--- config.mk ---
export PLATFORM = sky130hd
export DESIGN_NAME = uart_rx_frame_check
export DESIGN_NICKNAME = d
export VERILOG_FILES = /design/src/rtl/uart_rx_frame_check.sv
export SDC_FILE = /design/constraint.sdc
export NUM_CORES = 1
export LEC_CHECK = 0
export ABC_AREA = 0
export BUFFER_PORTS_ARGS = -buffer_cell sky130_fd_sc_hd__buf_2
export CELL_PAD_IN_SITES_DETAIL_PLACEMENT = 0
export CELL_PAD_IN_SITES_GLOBAL_PLACEMENT = 1
export CORE_ASPECT_RATIO = 1.2
export CORE_UTILIZATION = 33
export CTS_CLUSTER_DIAMETER = 50
export CTS_CLUSTER_SIZE = 28
export DETAILED_ROUTE_END_ITERATION = 7
export PLACE_DENSITY = 0.81
export SLEW_MARGIN = 10
export SYNTH_ARGS = -nofsm -noshare
export SYNTH_HDL_FRONTEND = slang
export SYNTH_SLANG_ARGS = --single-unit
--- constraint.sdc ---
create_clock -name clk -period 1.95 [get_ports clk]
set_input_delay 0.195 -clock clk [delete_from_list [all_inputs] [get_ports clk]]
set_output_delay 0.195 -clock clk [all_outputs]
set_load 0.05 [all_outputs]
--- src/rtl/uart_rx_frame_check.sv ---
// rtl/uart_rx_frame_check.sv - start/parity/stop/break check of received UART frames with one-entry output register
module uart_rx_frame_check #(
    parameter int DATA_W = 8,
    parameter int CNT_W  = 8
) (
    input  logic              clk,
    input  logic              reset_n,
    input  logic              frm_valid,
    input  logic [DATA_W-1:0] frm_data,
    input  logic              frm_start,
    input  logic              frm_parity,
    input  logic [1:0]        frm_stop,
    input  logic [4:0]        cfg_data_bits,
    input  logic [2:0]        cfg_parity,
    input  logic              cfg_stop2,
    output logic              out_valid,
    input  logic              out_ready,
    output logic [DATA_W-1:0] out_data,
    output logic [3:0]        out_err,
    output logic              overrun,
    output logic [CNT_W-1:0]  parity_cnt,
    output logic [CNT_W-1:0]  framing_cnt,
    input  logic              clr_stats
);

    localparam logic [2:0]       PAR_ODD   = 3'b001;
    localparam logic [2:0]       PAR_EVEN  = 3'b010;
    localparam logic [2:0]       PAR_MARK  = 3'b011;
    localparam logic [2:0]       PAR_SPACE = 3'b100;
    localparam logic [5:0]       MAX_LEN   = 6'(DATA_W);
    localparam logic [CNT_W-1:0] CNT_MAX   = '1;

    // Output holding register and statistics
    logic              out_valid_q,   out_valid_d;
    logic [DATA_W-1:0] out_data_q,    out_data_d;
    logic [3:0]        out_err_q,     out_err_d;
    logic              overrun_q,     overrun_d;
    logic [CNT_W-1:0]  parity_cnt_q,  parity_cnt_d;
    logic [CNT_W-1:0]  framing_cnt_q, framing_cnt_d;

    // Frame check datapath
    logic [5:0]        cfg_len;
    logic [5:0]        eff_len;
    logic [DATA_W-1:0] data_mask;
    logic [DATA_W-1:0] data_masked;
    logic              data_xor;
    logic              par_en;
    logic              par_err;
    logic              start_err;
    logic              stop_err;
    logic              brk;
    logic [3:0]        frm_err;

    // Handshake
    logic              load;
    logic              drop;

    // Counter bases after an optional clear
    logic [CNT_W-1:0]  par_base;
    logic [CNT_W-1:0]  frm_base;

    assign cfg_len = {1'b0, cfg_data_bits};

    // Out-of-range lengths fall back to the full data width
    always_comb begin
        eff_len = MAX_LEN;
        if ((cfg_len >= 6'd5) && (cfg_len <= MAX_LEN)) begin
            eff_len = cfg_len;
        end
    end

    // Build the mask of active data bits [eff_len-1:0]
    always_comb begin
        data_mask = '0;
        for (int i = 0; i < DATA_W; i++) begin
            data_mask[i] = (6'(i) < eff_len);
        end
    end

    assign data_masked = frm_data & data_mask;
    assign data_xor    = ^data_masked;

    // Parity check per configured mode; reserved codes behave as no parity
    always_comb begin
        par_en  = 1'b1;
        par_err = 1'b0;
        case (cfg_parity)
            PAR_ODD:   par_err = ~(data_xor ^ frm_parity);
            PAR_EVEN:  par_err = data_xor ^ frm_parity;
            PAR_MARK:  par_err = ~frm_parity;
            PAR_SPACE: par_err = frm_parity;
            default:   par_en  = 1'b0;
        endcase
    end

    // Start, stop and break detection; a break always implies a framing error
    always_comb begin
        start_err = frm_start;
        stop_err  = ~frm_stop[0] | (cfg_stop2 & ~frm_stop[1]);
        brk       = (data_masked == '0) & ~frm_start & ~frm_stop[0] &
                    (~par_en | ~frm_parity);
        frm_err   = {brk, stop_err | brk, start_err, par_err};
    end

    assign load = frm_valid & (~out_valid_q | out_ready);
    assign drop = frm_valid & out_valid_q & ~out_ready;

    // Output register: load a checked frame, or release it when consumed
    always_comb begin
        out_valid_d = out_valid_q;
        out_data_d  = out_data_q;
        out_err_d   = out_err_q;
        if (load) begin
            out_valid_d = 1'b1;
            out_data_d  = data_masked;
            out_err_d   = frm_err;
        end else if (out_valid_q && out_ready) begin
            out_valid_d = 1'b0;
        end
    end

    // Statistics: clear applies first, then this cycle's event is accounted on top
    always_comb begin
        par_base      = clr_stats ? '0 : parity_cnt_q;
        frm_base      = clr_stats ? '0 : framing_cnt_q;
        parity_cnt_d  = par_base;
        framing_cnt_d = frm_base;
        if (load && frm_err[0] && (par_base != CNT_MAX)) begin
            parity_cnt_d = par_base + CNT_W'(1);
        end
        if (load && (frm_err[1] || frm_err[2]) && (frm_base != CNT_MAX)) begin
            framing_cnt_d = frm_base + CNT_W'(1);
        end
        overrun_d = overrun_q;
        if (drop) begin
            overrun_d = 1'b1;
        end else if (clr_stats) begin
            overrun_d = 1'b0;
        end
    end

    // State registers with asynchronous reset
    always_ff @(posedge clk or negedge reset_n) begin
        if (!reset_n) begin
            out_valid_q   <= 1'b0;
            out_data_q    <= '0;
            out_err_q     <= '0;
            overrun_q     <= 1'b0;
            parity_cnt_q  <= '0;
            framing_cnt_q <= '0;
        end else begin
            out_valid_q   <= out_valid_d;
            out_data_q    <= out_data_d;
            out_err_q     <= out_err_d;
            overrun_q     <= overrun_d;
            parity_cnt_q  <= parity_cnt_d;
            framing_cnt_q <= framing_cnt_d;
        end
    end

    assign out_valid   = out_valid_q;
    assign out_data    = out_data_q;
    assign out_err     = out_err_q;
    assign overrun     = overrun_q;
    assign parity_cnt  = parity_cnt_q;
    assign framing_cnt = framing_cnt_q;

endmodule

==> metrics.cfg, run 1 <==
[setup_path]
crit_chain=buf_6 > nor2_4 > nand2_4 > o21ai_2 > ha_1 > xnor3_1 > xnor2_1 > and4b_1 > a311oi_4 > and3b_1 > mux2_4
worstPathArrival_ns=2.32
crit_path_end_kind=flip-flop
crit_family=simple AND/OR/NAND/NOR gates
critPathLaunchType=input pin
cp_max_fo=6
crit_slowest_cell=a311oi_4
crit_type=in2reg
crit_cells=11
path_buf_inv=1
worstPathRequired_ns=2.12
r2r_cells=7
slowest_delay_ns=0.39
r2r-start=parity_cnt[0]
startpoint=cfg_data_bits[4]

[clocking]
clock_sinks=30
cts-root-buf=clkbuf_8
cts_tree=yes
clkSlewWorstSetupHoldPaths_ns=0.07
htree_levels=2
cts_made_buffers=5
clk_path_buf_depth=2
clock_latency_ns=0.29

[detailed_routing]
vias=1434
finalWirelength_um=3828
drcViolationCount=0
ant_nets=0
wire_per_inst_um=12.93
firstDrtPassIters=4
drt-initial-drc-count=49
viasPerCell=4.845

[cells_and_area]
syn2layout_area_growth_pct=45.57
fill_cells=438
antenna_cells=0
design_area_mm2=0.002346
drive_above_1_share_pct=47.48
nNetsFinal=269

[synthesis]
yosys.cell_types.count=32
syn_area_per_cell_um2=9.887
ys_seq_area_share_pct=46.58
syn_inst=163
synth_nets=195
synth_area_mm2=0.001612
ys_ff_latch=30
yosysWarnings=0

[global_route]
grt_first_pass_wirelength_um=6520
grt_usage_pct=16.81
grt_max_degree=31
grt.overflow.total=0
antenna_found_initial=0
grt_pass1_vias=1434

[flow_run]
drv_cap=0

[timing]
worst_slack_ns=-0.2032
slew_viol_final=0
hold_ws_ns=0.1631
worst_pin_slew_ns=0.6450
fmax_mhz=464.4
setup_viol=8
period_share_pct=110.4
setup_tns_ns=-0.9031
slew_headroom_pct=57.00
hold_violations=0
min_period_ns=2.153
skew_ns=0.007753
rsz0062_at_grt=yes

[placement]
dp_hpwl_um=2737
port_buffers=55
place_area_mm2=0.002117
dp_slack_ns=-0.5867
gp_congestion=0.7696

[worst_hold_path]
hp-class=in2reg
hold_start=frm_data[6]
holdPathStages=3

[floorplan]
row_count=27
io_pins=56
chipWidth_um=65.80
die_area_mm2=0.005168
start_util_pct=34.82
coreArea_mm2=0.004628
die_y_um=78.55

[status]
outcome=finished, violations left
violations=setup timing

[pwr]
p_per_area_mw_per_mm2=733.9
leakage_nw=1.187
ir_worst_vdd_uv=312.1
power_mw=1.722

## cell usage after synthesis
library cell / instances / share of area, %
and4b_1: 2 / 1.2
o2111a_1: 1 / 0.70
and3b_1: 1 / 0.54
clkbuf_1: 4 / 0.93
o21ai_0: 16 / 5.0
nor3b_1: 1 / 0.47
dfrtp_1: 30 / 47
o2bb2ai_1: 1 / 0.54
nand2b_1: 2 / 0.78
nor4b_1: 1 / 0.54
nor2_1: 12 / 2.8
nor4bb_1: 1 / 0.62
or3_1: 2 / 0.78
mux2_4: 1 / 0.93
ha_1: 6 / 4.7
nor3_1: 1 / 0.31
a311oi_4: 1 / 1.6
mux2_2: 5 / 3.5
or4_1: 1 / 0.47
inv_1: 9 / 2.1
nand2_1: 22 / 5.1
xor2_1: 6 / 3.3
o211a_1: 1 / 0.62
a21oi_1: 2 / 0.62
xnor3_1: 1 / 1.4
nand3_1: 4 / 1.2
xnor2_1: 6 / 3.3
a31oi_1: 1 / 0.39
and3_1: 6 / 2.3
nor2b_1: 10 / 3.9
nand4_1: 4 / 1.6
mux2i_1: 2 / 1.2
## kinds of logic after synthesis
logic type               after synthesis  share of synthesized area, %
AO/OA/AOI/OAI                         23                         9.473
XOR/XNOR                              13                         7.919
flip-flops                            30                         46.58
buffers and inverters                 13                         3.028
adder cells (fa/ha/maj)                6                         4.658
AND/OR/NAND/NOR                       70                         22.67
multiplexers                           8                         5.667
## routing by layer
metal | GRT usage, % | share of wire, % | up-vias
li1 | - | - | 705
met1 | 19.40 | 42 | 678
met3 | 4.506 | 5.6 | 5
met5 | 0 | 0 | -
met4 | 6.522 | 1.5 | 0
met2 | 28.88 | 51 | 46
## worst min-delay path: cells and delay by family
kind	cells	cell delay (ns)
buffers and inverters	1	0.10
AOI/OAI and AO/OA	2	0.12
## layout by cell type, fill, tap and decap left out, types with 2 or more instances in the layout
master / instances
and3_1: 4
and3_4: 2
and4b_1: 2
buf_2: 51
buf_4: 15
buf_6: 4
clkbuf_8: 6
dfrtp_1: 26
dfrtp_2: 4
ha_1: 4
ha_2: 2
inv_1: 9
mux2_2: 5
mux2i_1: 2
nand2_1: 20
nand2b_1: 2
nand3_1: 4
nand4_1: 4
nor2_1: 9
nor2_2: 2
nor2b_1: 5
nor2b_4: 5
o21ai_0: 12
o21ai_2: 3
xnor2_1: 4
xor2_1: 6
## registers in the layout, indices dropped and copies added (netlist names)
name / cells
out_data: 8
framing_cnt: 8
parity_cnt: 8
out_valid: 1
out_err: 4
overrun: 1
## final timing paths
| check | end | slack (ns) |
|---|---|---|
| worst min-delay path | out_data[6] | 0.16 |
| max in group asynchronous | parity_cnt[0] | 1.02 |
| min in group asynchronous | out_err[2] | 0.46 |
| worst min register to register | out_data[4] | 0.48 |
| worst max register to register | parity_cnt[3] | -0.03 |
| worst max-delay path | parity_cnt[4] | -0.20 |
## area by class of cell
class | instances | area, um^2 | share of cell area [%]
clock inverter | 1 | 5.005 | 0.2133
tap | 58 | 72.57 | 3.093
sequential | 30 | 755.7 | 32.21
timing repair buffer | 71 | 422.9 | 18.03
multi-input combinational | 120 | 969.7 | 41.33
inverter | 9 | 33.78 | 1.440
clock buffer | 7 | 86.33 | 3.680
## where the power goes
| part | internal [mW] | leakage (nW) | switching, mW |
|---|---|---|---|
| combinational | 0.180 | 0.751 | 0.323 |
| clock | 0.284 | 0.0482 | 0.242 |
| sequential | 0.669 | 0.387 | 0.0237 |
## through the flow
| stage | cells | util [%] |
|---|---|---|
| after floorplan | 163 | - |
| final | 296 | 50.69 |
| after global routing | 296 | 50.69 |
| after detailed placement | 281 | 45.74 |
| after CTS | 294 | 49.77 |
| after global placement | 281 | 45.74 |
## timing repair
item                                   CTS  global route
cloned                                   0             0
gates resized for setup                 11             9
setup endpoints to repair                7            10
hold buffers                             1             0
endpoints found under the hold margin   30             0
buffers inserted                         4             2
pin swaps                                4             7
No activity file was read; power rests on OpenSTA's default activity.
==> inputs of run 2 (changes only) <==
--- a/config.mk
+++ b/config.mk
@@ -6,7 +6,7 @@
 export NUM_CORES = 1
 export LEC_CHECK = 0
 export ABC_AREA = 0
-export BUFFER_PORTS_ARGS = -buffer_cell sky130_fd_sc_hd__buf_2
+export BUFFER_PORTS_ARGS = -buffer_cell sky130_fd_sc_hd__buf_4
 export CELL_PAD_IN_SITES_DETAIL_PLACEMENT = 0
 export CELL_PAD_IN_SITES_GLOBAL_PLACEMENT = 1
 export CORE_ASPECT_RATIO = 1.2
==> run 2 against run 1 <==
  * The flow still finishes with violations (setup timing)
  * First-iteration DRC count up 16%
  * Via count up 1.9%
  * Maximum frequency down 3.1%
  * Register-to-register slack worse by 0.06 ns
  * Clock skew down 0.0040 ns
  * Sequential power up 0.6%
  * Utilization up 3.6 points
  * Worst hold slack worse by 0.0072 ns
  * Total power up 6.7%
  * Cell count down 1.4%
  * Critical endpoint is now parity_cnt[7]
  * Highest routed layer unchanged
==> metrics.cfg, run 2 (synthesis gave the netlist of run 1 again) <==
[timing]
fmax_mhz=450.2  ; -3.1%
slew_headroom_pct=75.10  ; +18 points
setup_viol=8  ; unchanged
rsz0062_at_grt=yes
worst_slack_ns=-0.2715  ; -0.06826 ns
hold_violations=0  ; unchanged
min_period_ns=2.221  ; +0.06826 ns
period_share_pct=113.9  ; +3.5 points
setup_tns_ns=-1.300  ; -0.3967 ns
skew_ns=0.003764  ; -0.003988 ns
worst_pin_slew_ns=0.3685  ; -0.2765 ns
slew_viol_final=0  ; unchanged

[placement]
gp_congestion=0.7402  ; -3.8%
post-place-cells=281  ; unchanged
place_area_mm2=0.002267  ; +7.1%
port_buffers=55  ; unchanged
dp_hpwl_um=2839  ; +3.7%
dp_slack_ns=-0.5783  ; +0.008414 ns

[detailed_routing]
vias=1461  ; +1.9%
viasPerCell=5.003  ; +3.3%
ant_nets=0  ; unchanged
firstDrtPassIters=4  ; unchanged
drcViolationCount=0  ; unchanged
finalWirelength_um=3878  ; +1.3%
wire_per_inst_um=13.28  ; +2.7%
drt-initial-drc-count=57  ; +16%

[clocking]
cts_made_buffers=5  ; unchanged
htree_levels=2  ; unchanged
clock_sinks=30  ; unchanged
clk_path_buf_depth=2  ; unchanged
cts_tree=yes
clkSlewWorstSetupHoldPaths_ns=0.06  ; about the same
clock_latency_ns=0.28  ; about the same
cts-root-buf=clkbuf_8

[floorplan]
start_util_pct=34.82  ; unchanged
die_y_um=78.55  ; unchanged
die_area_mm2=0.005168  ; unchanged
chipWidth_um=65.80  ; unchanged
row_count=27  ; unchanged
io_pins=56  ; unchanged
coreArea_mm2=0.004628  ; unchanged

[cells_and_area]
nNetsFinal=265  ; -1.5%
final_cell_mix=60 x buf_4, 26 x dfrtp_1, 19 x nand2_1
final_util_pct=54.26  ; +3.6 points
final_common_cell=buf_4
fill_cells=413  ; -5.7%
final_cells=292  ; -1.4%
drive_above_1_share_pct=47.44  ; about the same
antenna_cells=0  ; unchanged
syn2layout_area_growth_pct=55.82
design_area_mm2=0.002511  ; +7.0%

[worst_hold_path]
holdPathStages=3  ; unchanged
hold_start=frm_valid
hold_end=out_valid
hp-class=in2reg

[flow_run]
drv_cap=0  ; unchanged

[setup_path]
r2r-start=parity_cnt[0]
critPathLaunchType=input pin
r2r-end=parity_cnt[1]
r2r_cells=7  ; unchanged
worstPathRequired_ns=2.12  ; about the same
rrSetupSlack_ns=-0.09  ; -0.06 ns
crit_path_end_kind=flip-flop
crit_type=in2reg
cp_max_fo=4  ; -2
worstPathArrival_ns=2.39  ; +0.07 ns

[status]
outcome=finished, violations left
violations=setup timing

[pwr]
p_per_area_mw_per_mm2=731.8  ; -0.28%
ir_worst_vdd_uv=300.0  ; -3.9%
leakage_nw=1.207  ; +1.7%

[global_route]
grt_first_pass_wirelength_um=6506  ; -0.21%
grt.overflow.total=0  ; unchanged
grt_pass1_vias=1448  ; +0.98%
antenna_found_initial=0  ; unchanged
grt_max_degree=31  ; unchanged
grt_usage_pct=16.41  ; -0.40 points

[run 2: stage by stage]
step / hold slack [ns] / total power [mW]
2_1_floorplan: -0.1006 / 1.021
3_3_place_gp: 0.1455 / 1.205
3_5_place_dp: 0.1496 / 1.213
4_1_cts: 0.1466 / 1.826
5_1_grt: 0.1585 / 1.920
6_report: 0.1559 / 1.838
[run 2: layout make-up]
class	instances	area (um^2)	share of cell area, %
sequential	30	755.7	30.09
timing repair buffer	66	525.5	20.93
inverter	9	33.78	1.345
clock buffer	8	110.1	4.385
multi-input combinational	121	1013	40.36
tap	58	72.57	2.890
[run 2: repair_timing]
item	4_1_cts	5_1_grt
resized for setup	5	14
pin swaps	2	3
endpoints found under the hold margin	30	0
buffers inserted	0	1
cloned	1	0
hold buffers	1	0
setup endpoints to repair	8	9
[run 2: critical path, stage by stage]
cell,delay (ns)
buf_4,0.14
xnor2_4,0.12
o21ai_2,0.15
ha_1,0.25
xnor3_1,0.22
xnor2_2,0.24
and4b_2,0.33
a311oi_2,0.09
or4_1,0.50
o211a_1,0.14
[run 2: metal layers]
metal	wire, um	GRT usage (%)	vias up
met3	225	3.779	6
met2	2005	28.78	56
li1	-	-	705
met4	43	5.217	0
met5	0	0	-
met1	1604	19.27	694
[run 2: worst max path at each step]
stage / from / depth (start not counted) / to
floorplan: cfg_data_bits[4] / 10 / parity_cnt[4]
global placement: cfg_data_bits[4] / 11 / parity_cnt[4]
detailed placement: cfg_data_bits[4] / 11 / parity_cnt[4]
finish: cfg_data_bits[1] / 10 / parity_cnt[7]
global route: cfg_data_bits[4] / 11 / parity_cnt[3]
CTS: cfg_data_bits[4] / 11 / parity_cnt[4]
[run 2: power breakdown]
group / total, mW / switching, mW / internal [mW]
registers: 0.697 / 0.0267 / 0.670
clock network: 0.582 / 0.226 / 0.356
logic: 0.559 / 0.336 / 0.223
total: 1.84 / 0.589 / 1.25
